$ cat config.mk
export PLATFORM = sky130hd
export DESIGN_NAME = vga_sync_gen
export DESIGN_NICKNAME = d
export VERILOG_FILES = /design/src/rtl/vga_pkg.sv /design/src/rtl/vga_axis_counter.sv /design/src/rtl/vga_sync_gen.sv
export SDC_FILE = /design/constraint.sdc
export NUM_CORES = 1
export LEC_CHECK = 0
export BUFFER_PORTS_ARGS = -buffer_cell sky130_fd_sc_hd__buf_2
export CAP_MARGIN = 20
export CELL_PAD_IN_SITES_DETAIL_PLACEMENT = 2
export CELL_PAD_IN_SITES_GLOBAL_PLACEMENT = 2
export CORE_MARGIN = 10
export CORE_UTILIZATION = 30
export DETAILED_ROUTE_END_ITERATION = 8
export PLACE_DENSITY = 0.75
export SYNTH_ARGS = -nofsm -noshare
export SYNTH_HDL_FRONTEND = slang
export SYNTH_SLANG_ARGS = --single-unit
$ cat constraint.sdc
create_clock -name i_Clk -period 3.5 [get_ports i_Clk]
set_input_delay 0.525 -clock i_Clk [delete_from_list [all_inputs] [get_ports i_Clk]]
set_output_delay 0.525 -clock i_Clk [all_outputs]
set_load 0.1 [all_outputs]
$ cat src/rtl/vga_pkg.sv
// -----------------------------------------------------------------------------
// vga_pkg
// Shared definitions for the VGA timing generator:
//   - default 640x480@60 timing constants (25 MHz pixel clock)
//   - counter width used by both axes
//   - phase encoding shared by the horizontal and vertical decoders
// -----------------------------------------------------------------------------
package vga_pkg;

    localparam int CNT_W = 10;

    localparam int TOTAL_COLS  = 800;
    localparam int TOTAL_ROWS  = 525;
    localparam int ACTIVE_COLS = 640;
    localparam int ACTIVE_ROWS = 480;
    localparam int H_FRONT     = 16;
    localparam int H_SYNC      = 96;
    localparam int V_FRONT     = 10;
    localparam int V_SYNC      = 2;

    localparam int FRAMES_PER_TICK = 6;

    typedef enum logic [1:0] {
        PH_ACTIVE = 2'd0,
        PH_FRONT  = 2'd1,
        PH_SYNC   = 2'd2,
        PH_BACK   = 2'd3
    } phase_t;

endpackage

$ cat src/rtl/vga_axis_counter.sv
// -----------------------------------------------------------------------------
// vga_axis_counter
// One timing axis: a wrapping position counter plus a phase FSM
// (ACTIVE -> FRONT -> SYNC -> BACK -> ACTIVE) that tracks which region the
// current count lies in. Used once per line (horizontal) and once per frame
// (vertical, stepped by the horizontal wrap).
//
// Ports:
//   clk    in   clock
//   rst    in   asynchronous active-high reset (count 0, phase ACTIVE)
//   en     in   advance one position this clock
//   count  out  current position, 0..c_TOTAL-1
//   phase  out  region of the current position
//   wrap   out  high while enabled at the last position (next step wraps)
// -----------------------------------------------------------------------------
module vga_axis_counter
    import vga_pkg::*;
#(
    parameter int c_TOTAL  = TOTAL_COLS,
    parameter int c_ACTIVE = ACTIVE_COLS,
    parameter int c_FRONT  = H_FRONT,
    parameter int c_SYNC   = H_SYNC
) (
    input  logic             clk,
    input  logic             rst,
    input  logic             en,
    output logic [CNT_W-1:0] count,
    output phase_t           phase,
    output logic             wrap
);

    localparam logic [CNT_W-1:0] LAST        = CNT_W'(c_TOTAL - 1);
    localparam logic [CNT_W-1:0] FRONT_START = CNT_W'(c_ACTIVE);
    localparam logic [CNT_W-1:0] SYNC_START  = CNT_W'(c_ACTIVE + c_FRONT);
    localparam logic [CNT_W-1:0] BACK_START  = CNT_W'(c_ACTIVE + c_FRONT + c_SYNC);

    logic [CNT_W-1:0] count_next;

    assign wrap       = en && (count == LAST);
    assign count_next = (count == LAST) ? '0 : count + 1'b1;

    // The phase changes on the same edge the count crosses a boundary, so
    // phase always describes the count it is registered alongside.
    always_ff @(posedge clk or posedge rst) begin
        if (rst) begin
            count <= '0;
            phase <= PH_ACTIVE;
        end else if (en) begin
            count <= count_next;
            case (phase)
                PH_ACTIVE: if (count_next == FRONT_START) phase <= PH_FRONT;
                PH_FRONT:  if (count_next == SYNC_START)  phase <= PH_SYNC;
                PH_SYNC:   if (count_next == BACK_START)  phase <= PH_BACK;
                PH_BACK:   if (count_next == '0)          phase <= PH_ACTIVE;
                default:                                  phase <= PH_ACTIVE;
            endcase
        end
    end

endmodule

$ cat src/rtl/vga_sync_gen.sv
// -----------------------------------------------------------------------------
// vga_sync_gen
// Free-running VGA timing generator. Internal column/row counters walk the
// frame; every output is registered one clock behind them so that counts,
// syncs, active flag and pulses all describe the same pixel.
//
// Optional feature: define VGA_GAME_TICK_EN to build a frame counter that
// pulses o_Game_Tick with every c_FRAMES_PER_TICK-th o_Frame_Start.
// Without it o_Game_Tick is tied low.
//
// Ports:
//   i_Clk          in   pixel clock
//   i_Rst          in   asynchronous active-high reset
//   i_Enable       in   count enable; low freezes timing, pulses forced 0
//   o_HSync        out  horizontal sync, active-low
//   o_VSync        out  vertical sync, active-low (whole lines)
//   o_Col_Count    out  current column
//   o_Row_Count    out  current row
//   o_Active       out  visible-area flag
//   o_Frame_Start  out  one-cycle pulse at col 0, row 0
//   o_Game_Tick    out  one-cycle pulse every c_FRAMES_PER_TICK frames
// -----------------------------------------------------------------------------
module vga_sync_gen
    import vga_pkg::*;
#(
    parameter int c_TOTAL_COLS      = TOTAL_COLS,
    parameter int c_TOTAL_ROWS      = TOTAL_ROWS,
    parameter int c_ACTIVE_COLS     = ACTIVE_COLS,
    parameter int c_ACTIVE_ROWS     = ACTIVE_ROWS,
    parameter int c_H_FRONT         = H_FRONT,
    parameter int c_H_SYNC          = H_SYNC,
    parameter int c_V_FRONT         = V_FRONT,
    parameter int c_V_SYNC          = V_SYNC,
    parameter int c_FRAMES_PER_TICK = FRAMES_PER_TICK
) (
    input  logic             i_Clk,
    input  logic             i_Rst,
    input  logic             i_Enable,
    output logic             o_HSync,
    output logic             o_VSync,
    output logic [CNT_W-1:0] o_Col_Count,
    output logic [CNT_W-1:0] o_Row_Count,
    output logic             o_Active,
    output logic             o_Frame_Start,
    output logic             o_Game_Tick
);

    // Reject timings the 10-bit counters or the phase decode cannot express.
    if (c_ACTIVE_COLS + c_H_FRONT + c_H_SYNC >= c_TOTAL_COLS ||
        c_ACTIVE_ROWS + c_V_FRONT + c_V_SYNC >= c_TOTAL_ROWS ||
        c_TOTAL_COLS > (1 << CNT_W) || c_TOTAL_ROWS > (1 << CNT_W) ||
        c_FRAMES_PER_TICK < 1) begin : g_bad_params
        $error("vga_sync_gen: invalid timing parameters");
    end

    logic [CNT_W-1:0] h_count;
    logic [CNT_W-1:0] v_count;
    phase_t           h_phase;
    phase_t           v_phase;
    logic             h_wrap;
    logic             v_wrap;
    logic             at_origin;

    vga_axis_counter #(
        .c_TOTAL  (c_TOTAL_COLS),
        .c_ACTIVE (c_ACTIVE_COLS),
        .c_FRONT  (c_H_FRONT),
        .c_SYNC   (c_H_SYNC)
    ) u_h_axis (
        .clk   (i_Clk),
        .rst   (i_Rst),
        .en    (i_Enable),
        .count (h_count),
        .phase (h_phase),
        .wrap  (h_wrap)
    );

    vga_axis_counter #(
        .c_TOTAL  (c_TOTAL_ROWS),
        .c_ACTIVE (c_ACTIVE_ROWS),
        .c_FRONT  (c_V_FRONT),
        .c_SYNC   (c_V_SYNC)
    ) u_v_axis (
        .clk   (i_Clk),
        .rst   (i_Rst),
        .en    (h_wrap),
        .count (v_count),
        .phase (v_phase),
        .wrap  (v_wrap)
    );

    // Flag that the counters sit at (0,0): set by the end-of-frame wrap,
    // cleared by any other step. Avoids a 20-bit compare on both counts.
    always_ff @(posedge i_Clk or posedge i_Rst) begin
        if (i_Rst) begin
            at_origin <= 1'b1;
        end else if (i_Enable) begin
            at_origin <= v_wrap;
        end
    end

    // Output stage: one clock behind the counters; held while disabled,
    // except the pulses, which must not repeat while frozen.
    always_ff @(posedge i_Clk or posedge i_Rst) begin
        if (i_Rst) begin
            o_HSync       <= 1'b1;
            o_VSync       <= 1'b1;
            o_Col_Count   <= '0;
            o_Row_Count   <= '0;
            o_Active      <= 1'b0;
            o_Frame_Start <= 1'b0;
        end else if (i_Enable) begin
            o_HSync       <= (h_phase != PH_SYNC);
            o_VSync       <= (v_phase != PH_SYNC);
            o_Col_Count   <= h_count;
            o_Row_Count   <= v_count;
            o_Active      <= (h_phase == PH_ACTIVE) && (v_phase == PH_ACTIVE);
            o_Frame_Start <= at_origin;
        end else begin
            o_Frame_Start <= 1'b0;
        end
    end

`ifdef VGA_GAME_TICK_EN
    localparam int TICK_W = (c_FRAMES_PER_TICK > 1) ? $clog2(c_FRAMES_PER_TICK) : 1;
    localparam logic [TICK_W-1:0] TICK_LAST = TICK_W'(c_FRAMES_PER_TICK - 1);

    logic [TICK_W-1:0] frame_cnt;

    // Counts frame starts; the tick is registered with the same frame-start
    // condition so it coincides with the wrapping o_Frame_Start.
    always_ff @(posedge i_Clk or posedge i_Rst) begin
        if (i_Rst) begin
            frame_cnt   <= '0;
            o_Game_Tick <= 1'b0;
        end else begin
            o_Game_Tick <= 1'b0;
            if (i_Enable && at_origin) begin
                if (frame_cnt == TICK_LAST) begin
                    frame_cnt   <= '0;
                    o_Game_Tick <= 1'b1;
                end else begin
                    frame_cnt <= frame_cnt + 1'b1;
                end
            end
        end
    end
`else
    assign o_Game_Tick = 1'b0;
`endif

endmodule
# Word-level counts from Yosys, hierarchy flattened
# Cells that the tools add are included.
dict set report word_totals {
  romBits 0
  output_inout_bits 25
  in_bits 3
  ram_bits 0
  memories 0
  latchBits 0
  word_cells 59
  register_bits 49
}
dict set report classes {
  multipliers 0
  n_bitwise 0
  shift 0
  div 0
  n_lt_le_gt_ge 0
  n_mux 13
  addsub 2
  n_eq_ne 24
  n_reduce_logical 9
}
# cell n
set op_table {}
lappend op_table {{10-bit equality test, second input constant} 5}
lappend op_table {{10-bit by 9-bit equality test with 1-bit output, second input constant} 3}
lappend op_table {{10-bit by 1-bit adder with 10-bit output, second input constant} 2}
lappend op_table {{10-bit logical NOT} 2}
lappend op_table {{10-bit two-way mux} 2}
lappend op_table {{2-bit two-way mux} 8}
lappend op_table {{2-bit by 1-bit != test with 1-bit output, second input constant} 8}
lappend op_table {{2-bit case mux with 4 select lines} 2}
lappend op_table {{5-bit AND reduction} 2}
lappend op_table {{2-bit equality test, second input constant} 4}
lappend op_table {{2-bit by 1-bit equality test with 1-bit output, second input constant} 2}
lappend op_table {{2-bit logical NOT} 2}
lappend op_table {{2-bit != test, second input constant} 2}
lappend op_table {{1-bit logical AND} 3}
lappend op_table {{1-bit two-way mux} 1}

# Logic depth before layout (Yosys ltp)
dict set report logic_depth {
  word_depth 5
  depth_mapped 10
  ltp_nobuf 9
}

# Modules after synthesis
# From an unflattened synthesis, not the netlist that was laid out.
dict set report hier_totals {
  hier_cells 273
  hier_area_um2 2995.4
}
# module seq_area_each_um2 cells_each n_inst area_each_um2
set by_module_without_submodules {}
lappend by_module_without_submodules {vga_sync_gen 629.4 60 1 1029.7}
lappend by_module_without_submodules {{vga_axis_counter at u_v_axis} 300.3 114 1 1026.0}
lappend by_module_without_submodules {{vga_axis_counter at u_h_axis} 300.3 99 1 939.7}

# Worst setup path after synthesis
# OpenSTA, ideal clock, no wires.
dict set report synth_path {
  path_type {flip-flop to flip-flop}
  start {reg u_h_axis.count[6]}
  end {reg u_h_axis.phase[1]}
  setup_slack_ns 0.684
  period_less_slack_ns 2.816
  t_arrival_ns 2.691
  setup_time_ns 0.125
  path_buffers 1
  required_time_ns 3.375
  path_stages_with_launch 9
  path_cell_list {dfrtp_1 -> buf_6 -> or3b_1 -> a22o_1 -> nor4_4 -> nand2_2 -> or4b_4 -> a2111oi_4 -> mux2_4}
}
dict set report synth_between {
  elab_chain_cells 5
  elab_cells_between_ends 12
  cone_classes {1 x add/sub; 8 x eq/ne; 1 x mux; 2 x reduce/logical}
}
# item line
set synth_rtl {}
lappend synth_rtl {{from (decl)} vga_axis_counter.sv:27} ;# output logic [CNT_W-1:0] count,
lappend synth_rtl {{from (signal assigned)} vga_axis_counter.sv:49} ;# count <= count_next;
lappend synth_rtl {{10-bit by 1-bit adder with 10-bit output / 10-bit equality test (equally long branches)} vga_axis_counter.sv:40} ;# assign count_next = (count == LAST) ? '0 : count + 1'b1;
lappend synth_rtl {{10-bit two-way mux *} vga_axis_counter.sv:40}
lappend synth_rtl {{10-bit equality test (tied with other cells)} vga_axis_counter.sv:53} ;# PH_SYNC: if (count_next == BACK_START) phase <= PH_BACK;
lappend synth_rtl {{2-bit by 1-bit != test with 1-bit output (no line)} --}
lappend synth_rtl {{5-bit AND reduction (no line) *} --}
lappend synth_rtl {{to (signal assigned)} vga_axis_counter.sv:53}
lappend synth_rtl {{to (signal assigned)} vga_axis_counter.sv:54} ;# PH_BACK: if (count_next == '0) phase <= PH_ACTIVE;
lappend synth_rtl {{to (signal assigned)} vga_axis_counter.sv:55} ;# default: phase <= PH_ACTIVE;
lappend synth_rtl {{to (decl)} vga_axis_counter.sv:28} ;# output phase_t phase,
# Every way passes the cells marked *; elsewhere a longest branch is shown, timed or not.
# A chain may end at the register's enable or synchronous reset.

# Final worst setup path
dict set report layout_path {
  start {reg u_h_axis.count[0]}
  end {reg u_h_axis.phase[1]}
}
# The elaborated chain is that of the path after synthesis.

==> results.json <==
{
  "status": "finished, final reports clean",
  "pwr-share-seq_pct": 40.6,
  "hold_violations": 0,
  "drt-total-wl_um": 7430,
  "syn_area_per_cell_um2": 10.1,
  "avgViaCountPerCell": 5.31,
  "ir_drop_mv": 0.455,
  "grt_pass1_vias": 2513,
  "layout_common_cells": "46 x dfrtp_1, 26 x nand2_1, 26 x buf_2",
  "power.density_mw_per_mm2": 638,
  "sw_frac_of_total_pct": 46.9,
  "cts_resized": 0,
  "drt-initial-drc-count": 39,
  "ff_latch_area_mm2": 0.00123,
  "fin_crit_sh_pct": 88.2,
  "cp.arrival_ns": 3.28,
  "p_sw_mw": 0.937,
  "num_vias": 2166,
  "hold_ws_ns": 0.268,
  "synth_nets": 293,
  "timing.setup.tns_ns": 0,
  "worstMarginPinSlew_ns": 0.585,
  "cts_root_buf": "clkbuf_8",
  "synth_seq_cells": 49,
  "fin_crit_ns": 3.09,
  "hold_class": "in -> async",
  "grt_pass1_wl_um": 13100,
  "grt_max_degree": 50,
  "path_clk_slew_ns": 0.10,
  "max_cap_viol_count": 0,
  "critical_path_class": "reg -> reg",
  "slew_violations": 0,
  "fin_nets": 310,
  "ys_seq_area_share_pct": 43.8,
  "power_frac_comb_pct": 41.6,
  "h-tree-depth": 2,
  "multi_input_area_mm2": 0.00144,
  "r2r_cells": 8,
  "cts_tree": "yes",
  "die_h_um": 117,
  "cp-end-kind": "register",
  "ys_types": 56,
  "required_ns": 3.69,
  "route.met2.wl_um": 3800,
  "routabilityCongestion": 0.844,
  "dp_hpwl_um": 5460,
  "rsz0062_at_grt": "false",
  "insertedDiodeCount": 0,
  "max_freq_mhz": 324,
  "layout_commonest_cell": "dfrtp_1",
  "top_layer_used": "met4",
  "max_slew_margin_pct": 60.9,
  "die_w_um": 117,
  "first_pass_iters": 4,
  "pwr-share-clk_pct": 17.8,
  "row_count": 35,
  "cts_buffer_depth": 2,
  "internal_power_mw": 1.06,
  "worstPathMaxFanout": 7,
  "route.met3.wl_um": 236,
  "setup_viol": 0,
  "grt_usage_pct": 11.9,
  "io_pins": 28,
  "clkSinkCount": 49,
  "synth_warnings": 0,
  "clock_latency_ns": 0.31,
  "skew_ns": 0.0152,
  "final_antenna_net_count": 0,
  "hold_buffers": 0,
  "grt_overflow_total": 0,
  "reg2reg_from": "u_h_axis.count[0]",
  "drive_above_1_share_pct": 24.9,
  "initial_core_util_pct": 30.5,
  "power_mw": 2.00,
  "port-buffer-count": 26,
  "syn_inst": 279,
  "p_leak_nw": 1.32,
  "cp-start-kind": "register",
  "r2r_slack_ns": 0.41,
  "async_reset_ff_share_pct": 100,
  "synth_area_mm2": 0.00281,
  "cts_setup_buffers": 0,
  "postSynth.topFlopCell": "dfrtp_1",
  "syn2layout_area_growth_pct": 11.6,
  "met1_length_um": 3220,
  "synth_edf_count": 0,
  "antenna_found_initial": 0,
  "core-area_mm2": 0.00920,
  "nFillCells": 1032,
  "drcViolationCount": 0,
  "numCtsBuffers": 5,
  "dieArea_mm2": 0.0136,
  "reg2reg_to": "u_h_axis.phase[1]",
  "wl_per_cell_um": 18.2
}
==> worst max-delay path: stages (launching register included) <==
cell,delay (ns)
dfrtp_1,0.48
ha_1,0.25
nand4_1,0.21
a22o_1,0.32
nor4_4,0.29
nand2_2,0.11
or4b_4,0.55
a2111oi_4,0.41
mux2_4,0.33
==> layer usage <==
layer / vias to the layer above / global-route usage, %
met2: 26 / 20.5
met5: - / 0
met3: 13 / 2.72
li1: 1017 / -
met1: 1110 / 14.2
met4: 0 / 3.71
==> kinds of logic after synthesis <==
group / after synthesis / synth area share, %
other: 1 / 0.134
xor gates and xnor gates: 18 / 5.61
adders and majority gates: 11 / 4.90
and+or+nand+nor: 87 / 16.3
muxes: 26 / 10.5
DFF: 49 / 43.8
AOI/OAI and AO/OA: 53 / 13.6
buffers and inverters: 34 / 5.08
==> synth_stat cells, types with 5 or more instances <==
cell      count  area share (%)
a21oi_1       5            0.89
clkbuf_1     12             1.6
dfrtp_1      46              41
ha_1         11             4.9
inv_1        12             1.6
mux2_2       24             9.6
nand2_1      26             3.5
nand3_1      11             2.0
nor2_1       18             2.4
o21ai_0      18             3.2
o31a_1        5             1.6
o31ai_1       5             1.3
xnor2_1      13             4.1
xor2_1        5             1.6
==> worst max-delay path by stage <==
stage | from | to | cells after the start | slack, ns
3_3_place_gp | u_h_axis.count[5] | u_h_axis.phase[1] | 7 | 0.59
5_1_grt | u_h_axis.count[0] | u_h_axis.phase[1] | 8 | 0.24
3_5_place_dp | u_h_axis.count[0] | u_h_axis.phase[1] | 8 | 0.47
6_report | u_h_axis.count[0] | u_h_axis.phase[1] | 8 | 0.41
4_1_cts | u_h_axis.count[0] | u_h_axis.phase[1] | 8 | 0.42
2_1_floorplan | u_h_axis.count[6] | u_h_axis.phase[1] | 8 | 0.68
==> layout make-up <==
class	instances	share of cell area, %
clock buffer	7	2.75
clock inverter	1	0.240
inverter	13	1.56
multi-input combinational	196	45.8
sequential	49	39.2
tap	111	4.43
timing repair buffer	31	5.99
==> power by group through the flow <==
stage	logic (mW)	registers, mW	clock network, mW
after CTS	0.840	0.815	0.373
after detailed placement	0.831	0.825	0
final	0.832	0.811	0.356
after global placement	0.809	0.811	0
after floorplan	0.388	1.10	0
after global routing	0.894	0.839	0.397
==> sequential cells by signal, summed over array words and instances, names as in the netlist <==
name            flops
o_Frame_Start       1
u_v_axis.phase      2
u_h_axis.phase      2
o_VSync             1
o_Row_Count        10
u_v_axis.count     10
at_origin           1
o_HSync             1
o_Active            1
u_h_axis.count     10
o_Col_Count        10
==> through the flow <==
stage | std cells | cell area (µm²) | setup WS (ns) | utilization, %
detailed placement | 399 | 3010 | 0.468 | 32.8
floorplan | 279 | 2810 | 0.684 | -
CTS | 407 | 3110 | 0.424 | 33.8
finish | 408 | 3130 | 0.413 | 34.1
global placement | 399 | 3010 | 0.592 | 32.8
global route | 408 | 3130 | 0.242 | 34.1
Note: power is estimated with default switching activity, not from simulation.
